File: config.mk
export PLATFORM = sky130hd
export DESIGN_NAME = lvds_word_packer_flat
export DESIGN_NICKNAME = d
export VERILOG_FILES = /design/src/rtl/lvds_word_packer_pkg.sv /design/src/rtl/lvds_word_packer_if.sv /design/src/rtl/lvds_idle_timer.sv /design/src/rtl/lvds_word_packer.sv /design/src/flat_wrapper.sv
export SDC_FILE = /design/constraint.sdc
export NUM_CORES = 1
export LEC_CHECK = 0
export BUFFER_PORTS_ARGS = -buffer_cell sky130_fd_sc_hd__buf_2
export CAP_MARGIN = 15
export CORE_MARGIN = 5
export CORE_UTILIZATION = 29
export CTS_CLUSTER_SIZE = 24
export DETAILED_ROUTE_END_ITERATION = 8
export GPL_ROUTABILITY_DRIVEN = 0
export GPL_TIMING_DRIVEN = 0
export PLACE_DENSITY = 0.45
export SYNTH_ARGS = -nofsm -noshare
export SYNTH_HDL_FRONTEND = slang
export SYNTH_SLANG_ARGS = --single-unit
File: constraint.sdc
create_clock -name clk -period 2.2 [get_ports clk]
set_input_delay 0.33 -clock clk [delete_from_list [all_inputs] [get_ports clk]]
set_output_delay 0.33 -clock clk [all_outputs]
set_load 0.005 [all_outputs]
File: src/rtl/lvds_word_packer_pkg.sv
// Shared widths and sizing helpers for the LVDS word packer slice.
// Defaults describe an 8-bit sample stream packed four samples per word.
package lvds_pkg;
  localparam int DEF_IN_W  = 8;
  localparam int DEF_RATIO = 4;

  function automatic int out_w(input int in_w, input int ratio);
    return in_w * ratio;
  endfunction

  function automatic int cnt_w(input int ratio);
    return $clog2(ratio + 1);
  endfunction
endpackage

File: src/rtl/lvds_word_packer_if.sv
// Sample-in / word-out bus of the packer: non-stallable input, ready/valid output.
// The master drives samples and out_ready; the slave (the packer) returns words.
interface lvds_word_packer_if
  import lvds_pkg::*;
#(
  parameter int IN_W  = DEF_IN_W,
  parameter int RATIO = DEF_RATIO
);
  localparam int OUT_W = out_w(IN_W, RATIO);
  localparam int CNT_W = cnt_w(RATIO);

  logic             in_valid;
  logic [IN_W-1:0]  in_data;
  logic             flush;
  logic             out_valid;
  logic             out_ready;
  logic [OUT_W-1:0] out_data;
  logic [CNT_W-1:0] out_cnt;
  logic             overflow;

  modport master (
    output in_valid, in_data, flush, out_ready,
    input  out_valid, out_data, out_cnt, overflow
  );

  modport slave (
    input  in_valid, in_data, flush, out_ready,
    output out_valid, out_data, out_cnt, overflow
  );
endinterface

File: src/rtl/lvds_idle_timer.sv
// Counts idle cycles while a partial word is pending and pulses on the TIMEOUT-th one.
// The pulse is combinational so the flush lands in the same cycle the limit is reached.
module lvds_idle_timer #(
  parameter int TIMEOUT = 1
) (
  input  logic clk,
  input  logic rst_n,
  input  logic clear,
  input  logic count_nonzero,
  input  logic in_valid,
  input  logic emit,
  output logic timeout_pulse
);
  localparam int TW = $clog2(TIMEOUT + 1);

  logic [TW-1:0] r_idle;
  logic          w_idle_cyc;

  assign w_idle_cyc    = count_nonzero && !in_valid;
  // r_idle holds the idle cycles already seen, so this cycle is the TIMEOUT-th
  assign timeout_pulse = w_idle_cyc && (r_idle == TW'(TIMEOUT - 1));

  always_ff @(posedge clk or negedge rst_n) begin
    if (!rst_n) begin
      r_idle <= '0;
    end else if (clear || emit || !w_idle_cyc) begin
      r_idle <= '0;
    end else begin
      r_idle <= r_idle + TW'(1);
    end
  end
endmodule

File: src/rtl/lvds_word_packer.sv
// Packs RATIO IN_W-bit samples into one word; 1 clk from completing sample to out_valid.
// Input never stalls: an emit while the held word is unaccepted is dropped and flagged.
module lvds_word_packer
  import lvds_pkg::*;
#(
  parameter int IN_W      = DEF_IN_W,
  parameter int RATIO     = DEF_RATIO,
  parameter int LSB_FIRST = 1,
  parameter int TIMEOUT   = 0
) (
  input  logic               clk,
  input  logic               rst_n,
  input  logic               clear,
  lvds_word_packer_if.slave  bus
);
  localparam int OUT_W = out_w(IN_W, RATIO);
  localparam int CNT_W = cnt_w(RATIO);

  logic [CNT_W-1:0] r_cnt;
  logic [OUT_W-1:0] r_acc;
  logic             r_out_valid;
  logic [OUT_W-1:0] r_out_data;
  logic [CNT_W-1:0] r_out_cnt;
  logic             r_overflow;

  logic [CNT_W-1:0] w_lane;
  logic [OUT_W-1:0] w_word;
  logic [CNT_W-1:0] w_emit_cnt;
  logic             w_full;
  logic             w_flush;
  logic             w_emit;
  logic             w_load;
  logic             w_cnt_nz;
  logic             w_timeout;

  // w_word is the accumulator with this cycle's sample merged into its lane
  always_comb begin
    w_lane = (LSB_FIRST != 0) ? r_cnt : (CNT_W'(RATIO - 1) - r_cnt);
    w_word = r_acc;
    for (int l = 0; l < RATIO; l++) begin
      if (bus.in_valid && (w_lane == CNT_W'(l))) begin
        w_word[l*IN_W +: IN_W] = bus.in_data;
      end
    end
  end

  assign w_cnt_nz   = (r_cnt != '0);
  assign w_full     = bus.in_valid && (r_cnt == CNT_W'(RATIO - 1));
  assign w_flush    = bus.flush || w_timeout;
  assign w_emit     = w_full || (w_flush && (w_cnt_nz || bus.in_valid));
  assign w_emit_cnt = r_cnt + CNT_W'(bus.in_valid);
  assign w_load     = w_emit && (!r_out_valid || bus.out_ready);

  generate
    if (TIMEOUT > 0) begin : g_timer
      lvds_idle_timer #(
        .TIMEOUT(TIMEOUT)
      ) u_idle_timer (
        .clk          (clk),
        .rst_n        (rst_n),
        .clear        (clear),
        .count_nonzero(w_cnt_nz),
        .in_valid     (bus.in_valid),
        .emit         (w_emit),
        .timeout_pulse(w_timeout)
      );
    end else begin : g_no_timer
      assign w_timeout = 1'b0;
    end
  endgenerate

  always_ff @(posedge clk or negedge rst_n) begin
    if (!rst_n) begin
      r_cnt       <= '0;
      r_acc       <= '0;
      r_out_valid <= 1'b0;
      r_out_data  <= '0;
      r_out_cnt   <= '0;
      r_overflow  <= 1'b0;
    end else if (clear) begin
      r_cnt       <= '0;
      r_acc       <= '0;
      r_out_valid <= 1'b0;
      r_out_data  <= '0;
      r_out_cnt   <= '0;
      r_overflow  <= 1'b0;
    end else begin
      if (w_emit) begin
        r_cnt <= '0;
        r_acc <= '0;
      end else begin
        r_cnt <= w_emit_cnt;
        r_acc <= w_word;
      end
      if (w_load) begin
        r_out_valid <= 1'b1;
        r_out_data  <= w_word;
        r_out_cnt   <= w_emit_cnt;
      end else if (r_out_valid && bus.out_ready) begin
        r_out_valid <= 1'b0;
      end
      if (w_emit && !w_load) begin
        r_overflow <= 1'b1;
      end
    end
  end

  assign bus.out_valid = r_out_valid;
  assign bus.out_data  = r_out_data;
  assign bus.out_cnt   = r_out_cnt;
  assign bus.overflow  = r_overflow;
endmodule

File: src/flat_wrapper.sv
// flat-port wrapper written by rule: the top's interface ports become plain ports
module lvds_word_packer_flat import lvds_pkg::*;
#(
  parameter int IN_W      = DEF_IN_W,
  parameter int RATIO     = DEF_RATIO,
  parameter int LSB_FIRST = 1,
  parameter int TIMEOUT   = 0
)
  (clk, rst_n, clear, bus_in_valid, bus_in_data, bus_flush, bus_out_ready, bus_out_valid, bus_out_data, bus_out_cnt, bus_overflow);
  lvds_word_packer_if #(.IN_W(IN_W), .RATIO(RATIO)) bus_i ();
  input  logic clk;
  input  logic rst_n;
  input  logic clear;
  input wire logic [$bits(bus_i.in_valid)-1:0] bus_in_valid;
  input wire logic [$bits(bus_i.in_data)-1:0] bus_in_data;
  input wire logic [$bits(bus_i.flush)-1:0] bus_flush;
  input wire logic [$bits(bus_i.out_ready)-1:0] bus_out_ready;
  output wire logic [$bits(bus_i.out_valid)-1:0] bus_out_valid;
  output wire logic [$bits(bus_i.out_data)-1:0] bus_out_data;
  output wire logic [$bits(bus_i.out_cnt)-1:0] bus_out_cnt;
  output wire logic [$bits(bus_i.overflow)-1:0] bus_overflow;
  assign bus_i.in_valid = bus_in_valid;
  assign bus_i.in_data = bus_in_data;
  assign bus_i.flush = bus_flush;
  assign bus_i.out_ready = bus_out_ready;
  assign bus_out_valid = bus_i.out_valid;
  assign bus_out_data = bus_i.out_data;
  assign bus_out_cnt = bus_i.out_cnt;
  assign bus_overflow = bus_i.overflow;
  lvds_word_packer #(.IN_W(IN_W), .RATIO(RATIO), .LSB_FIRST(LSB_FIRST), .TIMEOUT(TIMEOUT)) u_core (.clk(clk), .rst_n(rst_n), .clear(clear), .bus(bus_i));
endmodule
---- Yosys cells after proc, flatten, opt, wreduce, memory -nomap -nowiden ----
Index checks and enable logic that the tools add are counted.
operators by class
  add/subtract/negate cells ............... 1
  muxes and demuxes ....................... 17
  reduce and logical (&&, ||, !) cells .... 18
  equality and inequality tests ........... 3
operators by type and width
  cell                                                 count
  2-to-1 mux 32 bit                                    4
  2-to-1 mux 8 bit                                     4
  2-to-1 mux 3 bit                                     4
  logical AND 1 bit                                    8
  equality test 3 x 2 -> 1 bit, second input constant  2
  nonzero test 3 bit                                   2
  2-to-1 mux 1 bit                                     5
  nonzero test 2 bit                                   2
  adder 3 x 1 -> 3 bit                                 1
  equality test 3 x 1 -> 1 bit, second input constant  1
  zero test 3 bit                                      1
  logical OR 1 bit                                     3
  zero test 1 bit                                      2
storage, ports and cells
  logic and storage cells ................. 45
  output and inout port bits .............. 37
  input bits .............................. 14
  register bits after elaboration ......... 72

---- Longest topological paths before layout ----
  word-level depth ........................ 9
  gate-level depth with buffers ........... 7
  mapped depth without buffers ............ 5

---- Least setup slack after synthesis ----
No wires, ideal clock.
  path kind ............................... register to register
  start point ............................. reg u_core.r_cnt[0]
  end point ............................... reg u_core.r_out_data[17], in the netlist u_core.bus.out_data[17]
  stages on the path, launching flop included .. 8
  path buffers ............................ 3
  data arrival time ....................... 1,463 ps
  period minus slack after synthesis ...... 1,593 ps
  required time ........................... 2,070 ps
  path slack .............................. 607 ps
  library setup time ...................... 130 ps
  cell sequence ........................... dfrtp_1 buf_4 nand3b_4 a2111o_1 buf_6 buf_2 nand3_1 o21ai_1
on the way
  cells in the longest elaborated chain, start to end .. 6
  elaborated cells between the ends (all ways) .. 13
  those cells by class .................... eq/ne (2); mux (3); reduce/logical (8)
RTL lines
  element                                                    line                    text
  start: declaration                                         lvds_word_packer.sv:19  logic [CNT_W-1:0] r_cnt;
  start signal: assignment                                   lvds_word_packer.sv:92  r_cnt <= w_emit_cnt;
  branches (longest 6 deep; another with 2-to-1 mux 32 bit)  -
  end signal: assignment                                     lvds_word_packer.sv:97  r_out_data <= w_word;
  end: declaration                                           lvds_word_packer.sv:22  logic [OUT_W-1:0] r_out_data;
Parallel ways; which one is timed is not known. The select of a mux whose other input is x is not followed.
A chain may end at the register's enable or synchronous reset.

---- Worst setup path in the final report ----
  start point ............................. reg u_core.r_cnt[2]
  end point ............................... reg u_core.r_out_data[20], in the netlist u_core.bus.out_data[20]
Same word-level chain as after synthesis.

==> impl_metrics.json <==
{
  "core_um2": 10200,
  "syn_area_per_cell_um2": 10.1,
  "place_ws_ns": 0.0826,
  "setup_viol": 0,
  "cts_buffers": 9,
  "synth_top_family_by_area": "simple AND/OR/NAND/NOR gates",
  "routed_wl_mm": 8.42,
  "grt_max_degree": 38,
  "clkTransAtPathRegs_ns": 0.07,
  "crit_slowest_cell": "nor3b_1",
  "crit_fanout": 10,
  "worstPathRequired_ns": 2.41,
  "cp.arrival_ns": 2.25,
  "synth_xor_area_share_pct": 0.291,
  "relSlewSlack_pct": 43.2,
  "clk_path_buf_depth": 2,
  "worstSkewPairLatency_ns": 0.34,
  "regArea_um2": 1800,
  "multiInputGateArea_um2": 1090,
  "syn_nets": 314,
  "start_util_pct": 29.4,
  "hold_slack_ns": 0.280,
  "drive_gt1_share_pct": 21.6,
  "ys_seq_area_share_pct": 59.8,
  "slew_viol_final": 0,
  "tritoncts": "built",
  "root_buffer": "clkbuf_8",
  "die_h_um": 112,
  "path_cells": "clkbuf_1 > nor3b_1 > a21oi_1 > o21ai_0 > o21ai_1",
  "postRouteAntennaNets": 0,
  "ys_seq_elements": 72,
  "hold_class": "in2reg",
  "diodes": 0,
  "post_drt_wl_per_cell_um": 16.8,
  "drv_cap": 0,
  "antenna_found_initial": 0,
  "utilization_pct": 35.9,
  "cts.sinks": 72,
  "final_hold_viol_count": 0,
  "power_leakage_nw": 1.77,
  "grt_pass1_vias": 2521,
  "yosys_warnings": 0,
  "synthesis.area_um2": 3010,
  "fillers": 1068,
  "synthCells": 298,
  "num_rows": 37,
  "htree_levels": 3,
  "fmax_mhz": 489,
  "reg2reg_depth": 5,
  "vias": 2416,
  "grt-ovfl-total": 0,
  "fin_crit_ns": 2.04,
  "synthMuxAreaShare_pct": 0.665,
  "die_x_um": 112,
  "slowest_delay_ns": 0.76,
  "worst_pin_slew_ns": 0.851,
  "power.total_mw": 2.73,
  "postCtsSetupRepairBufs": 0,
  "critPathLaunchType": "flip-flop",
  "worstSetupPathType": "reg2reg",
  "ios": 51,
  "die_area_um2": 12500,
  "routed_via_density": 4.81,
  "first_pass_iters": 4,
  "synth_cell_types": 32,
  "fin_skew_ns": 0.00379,
  "tns_ns": 0,
  "drtIter0Drc": 112,
  "cp-end-kind": "flip-flop",
  "synth_compound_area_share_pct": 16.2,
  "peakVddDrop_v": 0.000371,
  "layout_setup_ws_ns": 0.157,
  "area.growth.synth_to_final_pct": 21.9,
  "run_status": "complete, no violations",
  "portBuffers": 50,
  "fin_nets": 377,
  "grt_usage_pct": 14.3,
  "rsz0062_at_grt": "no",
  "synthAdderAreaFrac_pct": 0.831,
  "post-route-drc-count": 0,
  "holdPathStages": 4,
  "grt_pass1_wl_mm": 14.0,
  "dp_hpwl_mm": 5.90,
  "fin_crit_sh_pct": 92.9,
  "synth-simple-area-share_pct": 18.0,
  "p_per_area_nw_per_um2": 743
}
==> cell usage in the layout (no fill, tap or decap), drive strengths merged, types with 2 or more instances in the layout <==
master / count
nand2b: 3
nand3: 39
a21oi: 23
ha: 2
nor2: 39
o21ai: 53
nor2b: 3
and4bb: 2
nand2: 3
clkbuf: 26
o32a: 2
nor3: 2
nor3b: 9
buf: 64
o211ai: 8
mux2i: 2
dfrtp: 72
==> path summary, 6_finish.rpt <==
kind / end / from / slack, ns
max: u_core.bus.out_data[20] / u_core.r_cnt[2] / 0.16
min in group asynchronous: u_core.bus.out_cnt[1] / rst_n / 0.50
max in group asynchronous: u_core.r_acc[7] / rst_n / 1.14
min: u_core.bus.out_valid / bus_out_ready / 0.28
min reg2reg: u_core.bus.overflow / u_core.bus.overflow / 0.50
max reg2reg: u_core.bus.out_data[20] / u_core.r_cnt[2] / 0.16
==> state kept, by name, summed over array words and instances (netlist names) <==
name,cells
u_core.bus.out_cnt,3
u_core.bus.out_data,32
u_core.bus.out_valid,1
u_core.bus.overflow,1
u_core.r_acc,32
u_core.r_cnt,3
==> synthesized netlist by cell type, drive strengths merged <==
cell | count | share of area [%]
dfrtp | 72 | 60
o21ai | 53 | 8.8
nand3 | 39 | 6.5
nor2 | 39 | 4.9
a21oi | 23 | 3.8
buf | 13 | 2.4
clkbuf | 12 | 1.5
nor3b | 9 | 2.2
o211ai | 8 | 2.0
nand2 | 3 | 0.37
nand2b | 3 | 0.62
nor2b | 3 | 0.62
and4bb | 2 | 0.83
ha | 2 | 0.83
mux2i | 2 | 0.66
nor3 | 2 | 0.33
o32a | 2 | 0.66
a2111o | 1 | 0.37
and4b | 1 | 0.33
clkinv | 1 | 0.12
inv | 1 | 0.12
nand3b | 1 | 0.66
nor4 | 1 | 0.21
o221ai | 1 | 0.29
o41ai | 1 | 0.29
or2 | 1 | 0.21
or4 | 1 | 0.25
xnor2 | 1 | 0.29
==> per-stage QoR <==
stage                     cell area [um^2]  std cells
after floorplan                       3010        298
after global placement                3430        484
after detailed placement              3450        485
after CTS                             3660        502
after global routing                  3670        502
final                                 3670        502
==> repair_timing <==
| action | 4_1_cts | 5_1_grt |
|---|---|---|
| resized for setup | 0 | 1 |
| hold endpoints to repair | 35 | 0 |
| hold buffers | 1 | 0 |
| endpoints found under the setup margin | 0 | 3 |
==> cell families after synthesis <==
| group | Yosys count |
|---|---|
| xor gates and xnor gates | 1 |
| and+or+nand+nor | 105 |
| muxes | 2 |
| DFF | 72 |
| AOI/OAI and AO/OA | 89 |
| buffers and inverters | 27 |
| adders and majority gates | 2 |
==> report_power, final <==
| part | switching, mW | leakage (nW) | internal [mW] |
|---|---|---|---|
| clock | 0.472 | 0.0969 | 0.588 |
| sequential | 0.0136 | 0.996 | 1.36 |
| combinational | 0.207 | 0.679 | 0.0868 |
==> critical path, delay by kind of cell (launching register included) <==
kind | cells | cell delay [ns]
AOI/OAI and AO/OA | 3 | 0.46
buffers and inverters | 1 | 0.25
DFF | 1 | 0.43
and+or+nand+nor | 1 | 0.76
==> layout make-up <==
| cell class | count | share of cell area, % |
|---|---|---|
| sequential | 72 | 49.1 |
| multi-input combinational | 199 | 29.7 |
| timing repair buffer | 52 | 7.71 |
| tap | 136 | 4.64 |
| clock buffer | 14 | 4.43 |
| buffer | 25 | 3.17 |
| clock inverter | 2 | 1.02 |
| inverter | 2 | 0.205 |
==> metal layers <==
metal	vias up	global-route usage (%)	part of all wire (%)
met5	-	0	0
met4	0	3.73	0.78
met3	4	4.13	5.0
met2	56	21.6	46
met1	1168	20.0	48
li1	1188	-	-
(Power assumes the default switching activity.)
